--- src/rtl/nibble_adder_sched_if.sv ---
// Bus bundle between nibble_adder_sched, its requesters/consumer and the shared 4-bit adder.
interface nibble_adder_sched_if #(
    parameter int NREQ = 4,
    parameter int NIB  = 4
);
    localparam int WIDTH = 4 * NIB;
    localparam int IDW   = (NREQ > 1) ? $clog2(NREQ) : 1;

    logic [NREQ-1:0]       req_valid;
    logic [NREQ-1:0]       req_ready;
    logic [NREQ*WIDTH-1:0] req_a;
    logic [NREQ*WIDTH-1:0] req_b;
    logic                  rsp_valid;
    logic                  rsp_ready;
    logic [IDW-1:0]        rsp_id;
    logic [WIDTH-1:0]      rsp_sum;
    logic                  rsp_cout;
    logic [3:0]            add_a;
    logic [3:0]            add_b;
    logic                  add_cin;
    logic [3:0]            add_sum;
    logic                  add_cout;

    // Scheduler side.
    modport slave (
        input  req_valid, req_a, req_b, rsp_ready, add_sum, add_cout,
        output req_ready, rsp_valid, rsp_id, rsp_sum, rsp_cout, add_a, add_b, add_cin
    );

    // Requesters, result consumer and shared adder side.
    modport master (
        output req_valid, req_a, req_b, rsp_ready, add_sum, add_cout,
        input  req_ready, rsp_valid, rsp_id, rsp_sum, rsp_cout, add_a, add_b, add_cin
    );
endinterface

--- src/rtl/nibble_adder_sched.sv ---
// Round-robin scheduler time-sharing one external 4-bit adder; WIDTH-bit adds are
// sequenced LSB nibble first with the carry chained through a register.
module nibble_adder_sched #(
    parameter int NREQ = 4,
    parameter int NIB  = 4
) (
    input  logic                 clk,
    input  logic                 rst_n,
    nibble_adder_sched_if.slave  bus
);
    localparam int WIDTH = 4 * NIB;
    localparam int IDW   = (NREQ > 1) ? $clog2(NREQ) : 1;
    localparam int KW    = (NIB > 1) ? $clog2(NIB) : 1;

    localparam logic [KW-1:0]   K_LAST  = KW'(NIB - 1);
    localparam logic [IDW-1:0]  ID_LAST = IDW'(NREQ - 1);
    localparam logic [NREQ-1:0] ONE_HOT = {{(NREQ-1){1'b0}}, 1'b1};

    typedef enum logic [1:0] {
        IDLE = 2'd0,
        RUN  = 2'd1,
        DONE = 2'd2
    } state_t;

    state_t           state_r;
    logic [IDW-1:0]   rr_ptr_r;
    logic [IDW-1:0]   id_r;
    logic [KW-1:0]    k_r;
    logic             carry_r;
    logic [WIDTH-1:0] a_r;
    logic [WIDTH-1:0] b_r;
    logic [WIDTH-1:0] sum_r;
    logic             rsp_valid_r;
    logic             rsp_cout_r;

    logic             gnt_any_s;
    logic [IDW-1:0]   gnt_idx_s;
    logic [IDW-1:0]   scan_idx_s;
    logic [IDW-1:0]   rr_next_s;
    logic [WIDTH-1:0] gnt_a_s;
    logic [WIDTH-1:0] gnt_b_s;

    // Round-robin pick: scanning offsets high to low lets the nearest valid index at or after rr_ptr win.
    always_comb begin
        gnt_any_s  = |bus.req_valid;
        gnt_idx_s  = '0;
        scan_idx_s = '0;
        for (int j = NREQ - 1; j >= 0; j--) begin
            scan_idx_s = IDW'((int'(rr_ptr_r) + j) % NREQ);
            gnt_idx_s  = bus.req_valid[scan_idx_s] ? scan_idx_s : gnt_idx_s;
        end
    end

    // Operand slices and next pointer for the requester being granted.
    always_comb begin
        gnt_a_s   = bus.req_a[gnt_idx_s*WIDTH +: WIDTH];
        gnt_b_s   = bus.req_b[gnt_idx_s*WIDTH +: WIDTH];
        rr_next_s = (gnt_idx_s == ID_LAST) ? '0 : gnt_idx_s + IDW'(1);
    end

    // Accept pulse is only ever raised while idle.
    always_comb begin
        bus.req_ready = '0;
        if ((state_r == IDLE) && gnt_any_s) begin
            bus.req_ready = ONE_HOT << gnt_idx_s;
        end else begin
            bus.req_ready = '0;
        end
    end

    // Shared adder operands: current nibble while running, quiet zeros otherwise.
    always_comb begin
        bus.add_a   = 4'h0;
        bus.add_b   = 4'h0;
        bus.add_cin = 1'b0;
        if (state_r == RUN) begin
            bus.add_a   = a_r[k_r*4 +: 4];
            bus.add_b   = b_r[k_r*4 +: 4];
            bus.add_cin = carry_r;
        end else begin
            bus.add_cin = 1'b0;
        end
    end

    assign bus.rsp_valid = rsp_valid_r;
    assign bus.rsp_id    = id_r;
    assign bus.rsp_sum   = sum_r;
    assign bus.rsp_cout  = rsp_cout_r;

    // Scheduler FSM: grant, nibble-serial add, hold result until consumed.
    always_ff @(posedge clk or negedge rst_n) begin
        if (!rst_n) begin
            state_r     <= IDLE;
            rr_ptr_r    <= '0;
            id_r        <= '0;
            k_r         <= '0;
            carry_r     <= 1'b0;
            a_r         <= '0;
            b_r         <= '0;
            sum_r       <= '0;
            rsp_valid_r <= 1'b0;
            rsp_cout_r  <= 1'b0;
        end else begin
            case (state_r)
                IDLE: begin
                    if (gnt_any_s) begin
                        a_r      <= gnt_a_s;
                        b_r      <= gnt_b_s;
                        id_r     <= gnt_idx_s;
                        rr_ptr_r <= rr_next_s;
                        k_r      <= '0;
                        carry_r  <= 1'b0;
                        state_r  <= RUN;
                    end else begin
                        state_r  <= IDLE;
                    end
                end
                RUN: begin
                    sum_r[k_r*4 +: 4] <= bus.add_sum;
                    carry_r           <= bus.add_cout;
                    if (k_r == K_LAST) begin
                        k_r         <= '0;
                        rsp_cout_r  <= bus.add_cout;
                        rsp_valid_r <= 1'b1;
                        state_r     <= DONE;
                    end else begin
                        k_r         <= k_r + KW'(1);
                    end
                end
                DONE: begin
                    if (bus.rsp_ready) begin
                        rsp_valid_r <= 1'b0;
                        state_r     <= IDLE;
                    end else begin
                        state_r     <= DONE;
                    end
                end
                default: begin
                    rsp_valid_r <= 1'b0;
                    state_r     <= IDLE;
                end
            endcase
        end
    end
endmodule

--- src/flat_wrapper.sv ---
// flat-port wrapper written by rule: the top's interface ports become plain ports
module nibble_adder_sched_flat 
#(
    parameter int NREQ = 4,
    parameter int NIB  = 4
)
  (clk, rst_n, bus_req_valid, bus_req_a, bus_req_b, bus_rsp_ready, bus_add_sum, bus_add_cout, bus_req_ready, bus_rsp_valid, bus_rsp_id, bus_rsp_sum, bus_rsp_cout, bus_add_a, bus_add_b, bus_add_cin);
  nibble_adder_sched_if #(.NREQ(NREQ), .NIB(NIB)) bus_i ();
  input  logic clk;
  input  logic rst_n;
  input wire logic [$bits(bus_i.req_valid)-1:0] bus_req_valid;
  input wire logic [$bits(bus_i.req_a)-1:0] bus_req_a;
  input wire logic [$bits(bus_i.req_b)-1:0] bus_req_b;
  input wire logic [$bits(bus_i.rsp_ready)-1:0] bus_rsp_ready;
  input wire logic [$bits(bus_i.add_sum)-1:0] bus_add_sum;
  input wire logic [$bits(bus_i.add_cout)-1:0] bus_add_cout;
  output wire logic [$bits(bus_i.req_ready)-1:0] bus_req_ready;
  output wire logic [$bits(bus_i.rsp_valid)-1:0] bus_rsp_valid;
  output wire logic [$bits(bus_i.rsp_id)-1:0] bus_rsp_id;
  output wire logic [$bits(bus_i.rsp_sum)-1:0] bus_rsp_sum;
  output wire logic [$bits(bus_i.rsp_cout)-1:0] bus_rsp_cout;
  output wire logic [$bits(bus_i.add_a)-1:0] bus_add_a;
  output wire logic [$bits(bus_i.add_b)-1:0] bus_add_b;
  output wire logic [$bits(bus_i.add_cin)-1:0] bus_add_cin;
  assign bus_i.req_valid = bus_req_valid;
  assign bus_i.req_a = bus_req_a;
  assign bus_i.req_b = bus_req_b;
  assign bus_i.rsp_ready = bus_rsp_ready;
  assign bus_i.add_sum = bus_add_sum;
  assign bus_i.add_cout = bus_add_cout;
  assign bus_req_ready = bus_i.req_ready;
  assign bus_rsp_valid = bus_i.rsp_valid;
  assign bus_rsp_id = bus_i.rsp_id;
  assign bus_rsp_sum = bus_i.rsp_sum;
  assign bus_rsp_cout = bus_i.rsp_cout;
  assign bus_add_a = bus_i.add_a;
  assign bus_add_b = bus_i.add_b;
  assign bus_add_cin = bus_i.add_cin;
  nibble_adder_sched #(.NREQ(NREQ), .NIB(NIB)) u_core (.clk(clk), .rst_n(rst_n), .bus(bus_i));
endmodule
--- config.mk ---
export PLATFORM = sky130hd
export DESIGN_NAME = nibble_adder_sched_flat
export DESIGN_NICKNAME = d
export VERILOG_FILES = /design/src/rtl/nibble_adder_sched_if.sv /design/src/rtl/nibble_adder_sched.sv /design/src/flat_wrapper.sv
export SDC_FILE = /design/constraint.sdc
export NUM_CORES = 1
export LEC_CHECK = 0
export CORE_MARGIN = 3
export CORE_UTILIZATION = 40
export DETAILED_ROUTE_END_ITERATION = 10
export PLACE_DENSITY_LB_ADDON = 0.12
export RECOVER_POWER = 100
export SLEW_MARGIN = 40
export SYNTH_ARGS = -nofsm -noshare
export SYNTH_HDL_FRONTEND = slang
export SYNTH_SLANG_ARGS = --single-unit
--- constraint.sdc ---
create_clock -name clk -period 2.9 [get_ports clk]
set_input_delay 0.87 -clock clk [delete_from_list [all_inputs] [get_ports clk]]
set_output_delay 0.87 -clock clk [all_outputs]
set_load 0.01 [all_outputs]
==> impl_metrics.toml <==
[outcome]
status = "finished clean"

[floorplan]
die-area_mm2 = 0.0104
die_y_um = 102
die_w_um = 102
start_util = 0.418
rows = 34
coreArea_mm2 = 0.00885
pin_count = 173

[pwr]
vdd_drop_max_v = 0.000277
p_leak_uw = 0.00246
power_density_mw_per_mm2 = 907
power.total_uw = 5280

[cells_and_area]
final_nets = 692
final_common_cell = "clkdlybuf4s50_1"
fillerInstances = 785
area_growth_pct = 57.4
antenna_cells = 0
layout-drive-gt1-share = 0.142
instances_no_fill = 658
mostFrequentLayoutCells = "clkdlybuf4s50_1 (136), dfrtp_1 (58), nor2_1 (36)"

[timing]
period_minus_slack_ns = 2.88
finalCritPeriodShare = 0.995
hold_ws_ns = 0.485
setup_slack_ns = 0.0157
max_slew.worst_pin.slew_ns = 1.07
rsz0062_at_grt = "no"
slew_headroom = 0.289
hold_viol_final = 0
finalSetupViolCount = 0
drv_slew = 0
tns_ns = 0
skew_ns = 0.00793
fmax_mhz = 347

[worst_setup_path]
worstSetupStartpoint = "bus_req_valid[3]"
crit_slowest_cell = "or3_4"
critPathRequiredTime_ns = 2.03
crit_path_max_incr_delay_ns = 0.38
worstPathMaxFanout = 5
cp_cell_sequence = "clkdlybuf4s15_1 -> nor4_4 -> or3_4 -> nor3_2 -> clkbuf_2"
startpoint_type = "input port"
r2r-start = "u_core.rr_ptr_r[0]"
crit_buf_inv = 2
critPathArrivalTime_ns = 2.01
crit_type = "input port to primary output"
path_delay_family = "simple AND/OR/NAND/NOR gates"
end_kind = "primary output"

[global_route]
use_met2 = 0.442
antenna_found_initial = 0
use_met1 = 0.293
grt_pass1_wl_um = 20100
grt_pass1_vias = 3954
grt_use_met3 = 0.0567
grtUsageTotal = 0.250
grt_max_degree = 43
grt-busiest-layer = "met2"
grt.overflow.total = 0

[clock_network]
cts_max_path_buffers = 2
ctsHoldBuffers = 0
htree_levels = 3
numCtsBuffers = 9
clockRootBuffer = "clkbuf_8"
cts_tree = "yes"
clock_latency_ns = 0.34
clock-sinks = 59
cts.clk_slew.worst_paths_ns = 0.07

[placed_design]
place_inst = 638
pre_cts_slack_ns = -0.735
gp_congestion = 0.824
dp_hpwl_um = 9220
numPortBuffers = 172

[worst_hold_path]
hp-class = "register to register"
hold_start = "u_core.bus.rsp_id[0]"

[detailed_routing]
drc = 0
drt-total-wl_um = 12600
via_count = 3747
ant_nets = 0
viasPerCell = 5.69
wl_per_cell_um = 19.1
first_pass_iters = 4
drt_iter0_drc = 158

[synth]
synth-seq-cells = 59
syn_nets = 511
avgSynthCellArea_um2 = 10.1
ys_seq_area_frac = 0.399
syn-instance-count = 365
ys_types = 44
syn_area_mm2 = 0.00370
ys_warn_count = 0

[job]
max-cap-violations = 0
-- worst reg2reg max path, cell delays in order, from the launching register on --
cell and delay, ns:
dfrtp_1 0.46, nand2b_1 0.24, buf_4 0.16, o22a_2 0.24
nand2_2 0.12, buf_4 0.52, a2111oi_0 0.29, a211oi_1 0.24
-- power by group --
group          total (uW)  internal [uW]  switching [uW]
combinational        3080           1530            1550
sequential           1490           1220             272
clock                 711            385             326
-- per-layer routing --
layer  wire length (um)  up-vias  share of wire
met5                  0        -              0
met1               4950     1802           0.39
li1                   -     1752              -
met4                373        0          0.030
met3                850       31          0.068
met2               6420      162           0.51
-- Yosys cell counts --
cell       instances  area, um^2
xnor2_1            1        8.76
nor2_2             2        12.5
clkbuf_2           2        10.0
a2111oi_2          7         105
a21o_1             1        7.51
inv_1              3        11.3
or2_2              1        6.26
a21boi_2           1        11.3
nor4b_2            3        45.0
nand3_1           17        85.1
mux2i_1           33         330
o21a_1             1        7.51
a21boi_0           6        45.0
a22o_1            16         140
a311oi_2           1        15.0
a21boi_1          10        75.1
buf_6              2        22.5
o22a_2             1        10.0
nor4_2             1        12.5
a2111oi_0          9        78.8
nor2b_1            2        12.5
a211oi_1          16         120
nor3_2             1        10.0
clkbuf_1          11        41.3
a31oi_1           16         100
mux2_2             1        11.3
o31ai_1            2        15.0
and2_1            10        62.6
nand2_2            1        6.26
nor2_1            35         131
dfrtp_1           59        1480
nand2b_1           3        18.8
nor3_1             4        20.0
ha_1               6        75.1
o22ai_1            1        6.26
buf_2             10        50.1
a21oi_1            3        15.0
and3_1            16         100
or3_1              1        6.26
nor4_1             1        6.26
o21ai_0           22         110
buf_4              5        37.5
nand2_1           13        48.8
mux4_2             8         180
-- worst paths after layout --
kind / endpoint / slack [ns] / cells after the start
max: bus_req_ready[3] / 0.02 / 5
min: u_core.bus.rsp_id[0] / 0.49 / 2
max reg2reg: u_core.a_r[13] / 0.55 / 7
min reg2reg: u_core.bus.rsp_id[0] / 0.49 / 2
max in group asynchronous: u_core.state_r[0] / 0.58 / 3
min in group asynchronous: u_core.a_r[0] / 0.66 / 1
-- final cells by class --
class | instances | area [um^2] | share of cell area
multi-input cells | 273 | 2110 | 0.362
repair buffers | 200 | 1910 | 0.328
flip-flops and latches | 59 | 1480 | 0.254
well taps | 108 | 135 | 0.0232
clock buffers | 9 | 124 | 0.0213
clock inverters | 6 | 57.6 | 0.00988
inverters | 3 | 11.3 | 0.00193
-- logic make-up (layout without fill, tap and decap cells) --
kind of cell | count (synthesis) | after routing | synth area share
compound gates | 113 | 113 | 0.233
xor+xnor | 1 | 1 | 0.00237
fa+ha+maj | 6 | 6 | 0.0203
buf+inv | 33 | 218 | 0.0467
flops | 59 | 59 | 0.399
mux | 42 | 42 | 0.141
simple gates | 111 | 111 | 0.158
-- timing repair --
action / 4_1_cts / 5_1_grt
endpoints found under the setup margin: 12 / 6
buffers inserted: 5 / 0
pin swaps: 1 / 3
resized for setup: 38 / 12
-- stage by stage --
step / utilization / cell area (um^2)
finish: 0.658 / 5820
global route: 0.658 / 5820
CTS: 0.664 / 5880
detailed placement: 0.636 / 5630
global placement: 0.633 / 5600
floorplan: - / 3700
-- state kept, by name (all words and copies together), names as in the netlist --
register and flops:
u_core.rr_ptr_r 2, u_core.bus.rsp_sum 16, u_core.state_r 2, u_core.carry_r 1, u_core.a_r 16, u_core.bus.rsp_valid 1, u_core.bus.rsp_cout 1, u_core.b_r 16
u_core.k_r 2, u_core.bus.rsp_id 2
Power figures use the tool's default switching activity.
